--- src/rtl/stream_demux_pkg.sv ---
// Shared types and constants for the stream_demux_sched 1-to-4 stream scheduler.
package stream_demux_pkg;

    localparam int unsigned N_OUT = 4;

    localparam logic RR_MODE  = 1'b0;
    localparam logic SEL_MODE = 1'b1;

    typedef enum logic {IDLE, HOLD} sched_state_t;

    typedef logic [1:0] dest_t;

    // One-hot lane vector for a destination index.
    function automatic logic [N_OUT-1:0] dest_onehot(input dest_t d);
        return N_OUT'(1) << d;
    endfunction

endpackage

--- src/rtl/stream_demux_sched_rr_pick4.sv ---
// Combinational round-robin picker: first enabled lane at or after rr_ptr_i, wrapping 3->0.
module rr_pick4
    import stream_demux_pkg::*;
(
    input  logic [N_OUT-1:0] en_mask_i,
    input  dest_t            rr_ptr_i,
    output dest_t            tgt_o,
    output logic             tgt_ok_o
);

    dest_t idx;
    logic  found;

    always_comb begin
        tgt_o = '0;
        found = 1'b0;
        idx   = '0;
        for (int i = 0; i < int'(N_OUT); i++) begin
            idx = rr_ptr_i + 2'(i);
            if (!found && en_mask_i[idx]) begin
                tgt_o = idx;
                found = 1'b1;
            end
        end
    end

    assign tgt_ok_o = |en_mask_i;

endmodule

--- src/rtl/stream_demux_sched.sv ---
// Valid/ready 1-to-4 demux scheduler with a single holding register.
// Optional saturating statistics counters are built when DEMUX_SCHED_STATS_EN is defined.
module stream_demux_sched
    import stream_demux_pkg::*;
#(
    parameter int unsigned DATA_W = 8,
    parameter int unsigned CNT_W  = 16
) (
    input  logic              clk,
    input  logic              rst,
    input  logic              in_valid,
    output logic              in_ready,
    input  logic [DATA_W-1:0] in_data,
    input  logic              mode,
    input  logic [1:0]        in_sel,
    input  logic [N_OUT-1:0]  en_mask,
    output logic [N_OUT-1:0]  out_valid,
    input  logic [N_OUT-1:0]  out_ready,
    output logic [DATA_W-1:0] out_data,
    output logic [1:0]        cur_dest,
    output logic [CNT_W-1:0]  sent_cnt,
    output logic [CNT_W-1:0]  drop_cnt
);

    sched_state_t      state_q;
    dest_t             cur_dest_q;
    dest_t             rr_ptr_q;
    logic [DATA_W-1:0] data_q;
    logic [N_OUT-1:0]  out_valid_q;

    dest_t rr_tgt;
    dest_t tgt;
    logic  rr_ok;
    logic  tgt_ok;
    logic  out_fire;
    logic  acc;
    logic  deliver;

    rr_pick4 u_pick (
        .en_mask_i (en_mask),
        .rr_ptr_i  (rr_ptr_q),
        .tgt_o     (rr_tgt),
        .tgt_ok_o  (rr_ok)
    );

    assign out_fire = (state_q == HOLD) && out_ready[cur_dest_q];
    assign tgt      = (mode == SEL_MODE) ? dest_t'(in_sel) : rr_tgt;
    assign tgt_ok   = (mode == SEL_MODE) ? 1'b1 : rr_ok;
    assign in_ready = ((state_q == IDLE) || out_fire) && tgt_ok;
    assign acc      = in_valid && in_ready;
    // A selected-but-disabled lane accepts the beat and discards it.
    assign deliver  = acc && en_mask[tgt];

    always_ff @(posedge clk) begin
        if (rst) begin
            state_q     <= IDLE;
            cur_dest_q  <= '0;
            rr_ptr_q    <= '0;
            data_q      <= '0;
            out_valid_q <= '0;
        end else begin
            if (acc && (mode == RR_MODE)) begin
                rr_ptr_q <= tgt + 2'd1;
            end
            case (state_q)
                IDLE: begin
                    if (deliver) begin
                        state_q     <= HOLD;
                        data_q      <= in_data;
                        cur_dest_q  <= tgt;
                        out_valid_q <= dest_onehot(tgt);
                    end
                end
                HOLD: begin
                    // Acceptance in HOLD implies out_fire, so a reload replaces the departing beat.
                    if (deliver) begin
                        data_q      <= in_data;
                        cur_dest_q  <= tgt;
                        out_valid_q <= dest_onehot(tgt);
                    end else if (out_fire) begin
                        state_q     <= IDLE;
                        out_valid_q <= '0;
                    end
                end
                default: begin
                    state_q     <= IDLE;
                    out_valid_q <= '0;
                end
            endcase
        end
    end

    assign out_valid = out_valid_q;
    assign out_data  = data_q;
    assign cur_dest  = cur_dest_q;

`ifdef DEMUX_SCHED_STATS_EN
    logic [CNT_W-1:0] sent_q;
    logic [CNT_W-1:0] drop_q;
    logic             discard;

    assign discard = acc && !en_mask[tgt];

    // Saturating delivery and discard counters.
    always_ff @(posedge clk) begin
        if (rst) begin
            sent_q <= '0;
            drop_q <= '0;
        end else begin
            if (out_fire && (sent_q != '1)) begin
                sent_q <= sent_q + CNT_W'(1);
            end
            if (discard && (drop_q != '1)) begin
                drop_q <= drop_q + CNT_W'(1);
            end
        end
    end

    assign sent_cnt = sent_q;
    assign drop_cnt = drop_q;
`else
    assign sent_cnt = '0;
    assign drop_cnt = '0;
`endif

endmodule

--- config.mk ---
export PLATFORM = sky130hd
export DESIGN_NAME = stream_demux_sched
export DESIGN_NICKNAME = d
export VERILOG_FILES = /design/src/rtl/stream_demux_pkg.sv /design/src/rtl/stream_demux_sched_rr_pick4.sv /design/src/rtl/stream_demux_sched.sv
export SDC_FILE = /design/constraint.sdc
export NUM_CORES = 1
export LEC_CHECK = 0
export CORE_ASPECT_RATIO = 1.1
export CORE_MARGIN = 1.5
export CORE_UTILIZATION = 41
export CTS_CLUSTER_DIAMETER = 40
export CTS_CLUSTER_SIZE = 25
export DETAILED_ROUTE_END_ITERATION = 16
export PLACE_DENSITY = 0.84
export SLEW_MARGIN = 10
export SYNTH_ARGS = -nofsm -noshare
export SYNTH_HDL_FRONTEND = slang
export SYNTH_SLANG_ARGS = --single-unit
--- constraint.sdc ---
create_clock -name clk -period 2.8 [get_ports clk]
set_input_delay 0.7 -clock clk [delete_from_list [all_inputs] [get_ports clk]]
set_output_delay 0.7 -clock clk [all_outputs]
set_load 0.05 [all_outputs]
==> impl_metrics.env, run 1 <==
export IMPL_p_int_mw=0.449
export IMPL_async_flop_share=0
export IMPL_yosys_warnings=0
export IMPL_synth_simple_area_share=0.191
export IMPL_power_density_nw_per_um2=445
export IMPL_cts_root_buf="clkbuf_4"
export IMPL_synth_yosys_seq_area_share=0.238
export IMPL_final_cell_count_no_fill=261
export IMPL_layout_drive_gt1_share=0.216
export IMPL_synth_top_family_by_area="compound AO/OA/AOI/OAI gates"
export IMPL_finClkSkew_ns=0.00314
export IMPL_num_io_pins=69
export IMPL_r2r_start="rr_ptr_q[0]$_SDFFE_PP0P_"
export IMPL_die_w_um=59.3
export IMPL_maxCapViolCount=0
export IMPL_design_core_area_um2=3330
export IMPL_max_freq_mhz=364
export IMPL_period_share=0.980
export IMPL_holdPathStages=2
export IMPL_netlist_instances=166
export IMPL_final_common_cell="clkdlybuf4s50_1"
export IMPL_power_share_combinational=0.497
export IMPL_drt_initial_drc_count=27
export IMPL_synth_xor_area_share=0
export IMPL_synth_ff_type="dfxtp_1"
export IMPL_grt_pass1_vias=1076
export IMPL_grt_use_total=0.159
export IMPL_hold_viol_final=0
export IMPL_antenna_found_initial=0
export IMPL_min_to="out_valid[3]$_SDFFE_PP0P_"
export IMPL_worstSkewPairLatency_ns=0.30
export IMPL_fin_util=0.550
export IMPL_hp_start="out_valid[3]$_SDFFE_PP0P_"
export IMPL_synth_cell_types=49
export IMPL_synth_seq_cells=17
export IMPL_p_clk_frac=0.164
export IMPL_wl_per_cell_um=11.1
export IMPL_route_detailed_drc=0
export IMPL_clk_pin_slew_ns=0.10
export IMPL_setup_worst_path_end_class="output port"
export IMPL_cts_sinks=17
export IMPL_swShare=0.448
export IMPL_relSlewSlack=0.665
export IMPL_syn_avg_cell_area_um2=8.62
export IMPL_synth_compound_area_frac=0.247
export IMPL_finalNetCount=240
export IMPL_grt_ovfl_total=0
export IMPL_cts_buffers=3
export IMPL_ctsHoldBuffers=0
export IMPL_initial_core_util=0.430
export IMPL_vias=1233
export IMPL_irDropWorstVdd_uv=140
export IMPL_clock_path_buffers=2
export IMPL_die_y_um=65.0
export IMPL_drtPass1Iterations=4
export IMPL_io_buffers=36
export IMPL_start_kind="primary input"
export IMPL_hpwl_um=2310
export IMPL_setup_viol=0
export IMPL_critical_path_required_ns=2.10
export IMPL_synth_fa_ha_area_frac=0.0350
export IMPL_synthMuxAreaShare=0.0446
export IMPL_period_needed_ns=2.74
export IMPL_wl_um=2910
export IMPL_power_switching_mw=0.365
export IMPL_tritoncts="yes"
export IMPL_ant_nets=0
export IMPL_crit_fanout=2
export IMPL_rrSetupSlack_ns=0.80
export IMPL_rsz0062_at_grt="false"
export IMPL_grt_pass1_wl_um=4730
export IMPL_hp_class="reg -> reg"
export IMPL_dieArea_um2=3850
export IMPL_outcome="complete, no violations"
export IMPL_h_tree_depth=1
export IMPL_p_seq_frac=0.339
export IMPL_leakage_nw=0.744
export IMPL_dp_worst_setup_slack_ns=-0.0637
export IMPL_worst_r2r_path_depth=7
export IMPL_rows=22
export IMPL_syn_area_um2=1430
export IMPL_area_delta_synth_final_pct=28.0
export IMPL_grt_max_degree=19
export IMPL_viasPerCell=4.72
export IMPL_synth_edf_count=0
export IMPL_insertedDiodeCount=0
export IMPL_criticalPathCategory="in -> out"
export IMPL_tightest_slew_ns=0.501
export IMPL_cp_arrival_ns=2.04
export IMPL_globalplace_congestion=0.941
export IMPL_nFillCells=324
export IMPL_rr_endpoint="state_q$_SDFF_PP0_"
export IMPL_final_cell_mix="clkdlybuf4s50_1, conb_1, buf_4, dfxtp_1, inv_1"
export IMPL_placedCellCount=257
export IMPL_timing_final_ws_setup_ns=0.0561
export IMPL_finalMaxSlewViolations=0
## worst max-delay path by stage
stage / startpoint / endpoint / slack, ns / depth (start not counted)
after floorplan: cur_dest[0]$_SDFFE_PP0P_ / in_ready / 0.39 / 3
after global placement: en_mask[2] / out_valid[1]$_SDFFE_PP0P_ / -0.05 / 7
after global routing: out_ready[0] / in_ready / 0.00004 / 5
final: out_ready[2] / in_ready / 0.06 / 5
after CTS: out_ready[2] / in_ready / 0.06 / 5
after detailed placement: en_mask[2] / out_valid[0]$_SDFFE_PP0P_ / -0.06 / 7
## cell type report
type                    count  area [µm²]  area share
inverters                  14        52.6      0.0287
repair buffers             53         488       0.266
multi-input cells         125         863       0.471
clock buffers               3        22.5      0.0123
clock inverters             1        5.00     0.00273
flip-flops and latches     17         340       0.186
well taps                  48        60.1      0.0328
## synthesized netlist by cell type (2+ instances only)
library cell | instances | area (µm²)
or2_2 | 2 | 12.5
buf_4 | 34 | 255
nor2b_1 | 2 | 12.5
nor2_1 | 10 | 37.5
dfxtp_1 | 17 | 340
clkbuf_1 | 2 | 7.51
o31ai_2 | 9 | 113
mux2i_1 | 3 | 30.0
nand2_1 | 5 | 18.8
o21ai_0 | 2 | 10.0
nand3b_1 | 2 | 15.0
buf_2 | 3 | 15.0
inv_1 | 14 | 52.6
a21oi_1 | 12 | 60.1
nand3_1 | 2 | 10.0
ha_1 | 4 | 50.1
o32ai_1 | 4 | 35.0
nand4_1 | 8 | 50.1
## power by group through the flow
stage,Combinational [mW],Sequential [mW],Clock [mW]
finish,0.405,0.276,0.134
global route,0.433,0.280,0.146
CTS,0.405,0.276,0.137
detailed placement,0.403,0.282,0
global placement,0.399,0.282,0
floorplan,0.280,0.331,0
## per-stage QoR
step | instance area (µm²) | hold WS [ns] | TNS, ns | total power, mW
after floorplan | 1550 | 0.537 | 0 | 0.611
final | 1830 | 0.470 | 0 | 0.814
after detailed placement | 1800 | 0.448 | -0.164 | 0.686
after CTS | 1830 | 0.467 | 0 | 0.818
after global routing | 1830 | 0.484 | 0 | 0.859
after global placement | 1800 | 0.452 | -0.155 | 0.681
## what timing repair did
action	4_1_cts	5_1_grt
resized for setup	0	2
endpoints found under the setup margin	0	2
setup buffers	0	0
## critical path, stage by stage
cell,delay [ns]
clkdlybuf4s50_1,0.40
mux4_2,0.48
nor2_1,0.19
nor2_1,0.08
buf_4,0.19
## per-layer routing
metal,share of wire,GRT usage
met4,0.020,0.0767
met3,0.061,0.0180
met1,0.45,0.195
met5,0,0
met2,0.47,0.268
## cell families (layout without fill, tap and decap cells)
family,after synthesis,in the layout
AOI/OAI and AO/OA,40,40
DFF,17,17
muxes,5,5
and+or+nand+nor,44,44
buffers and inverters,55,71
other,1,32
adders and majority gates,4,4
## registers in the layout (all words and copies together) (netlist names)
signal and cells:
out_data 8, rr_ptr_q 2, out_valid 4, cur_dest 2, state_q 1
(Power assumes the default switching activity.)
==> run 2, diff against run 1 <==
SLEW_MARGIN = unset   (was 10)
==> results of run 2 <==
Same layout as run 1: the final DEF is identical, and so are final timing and power.
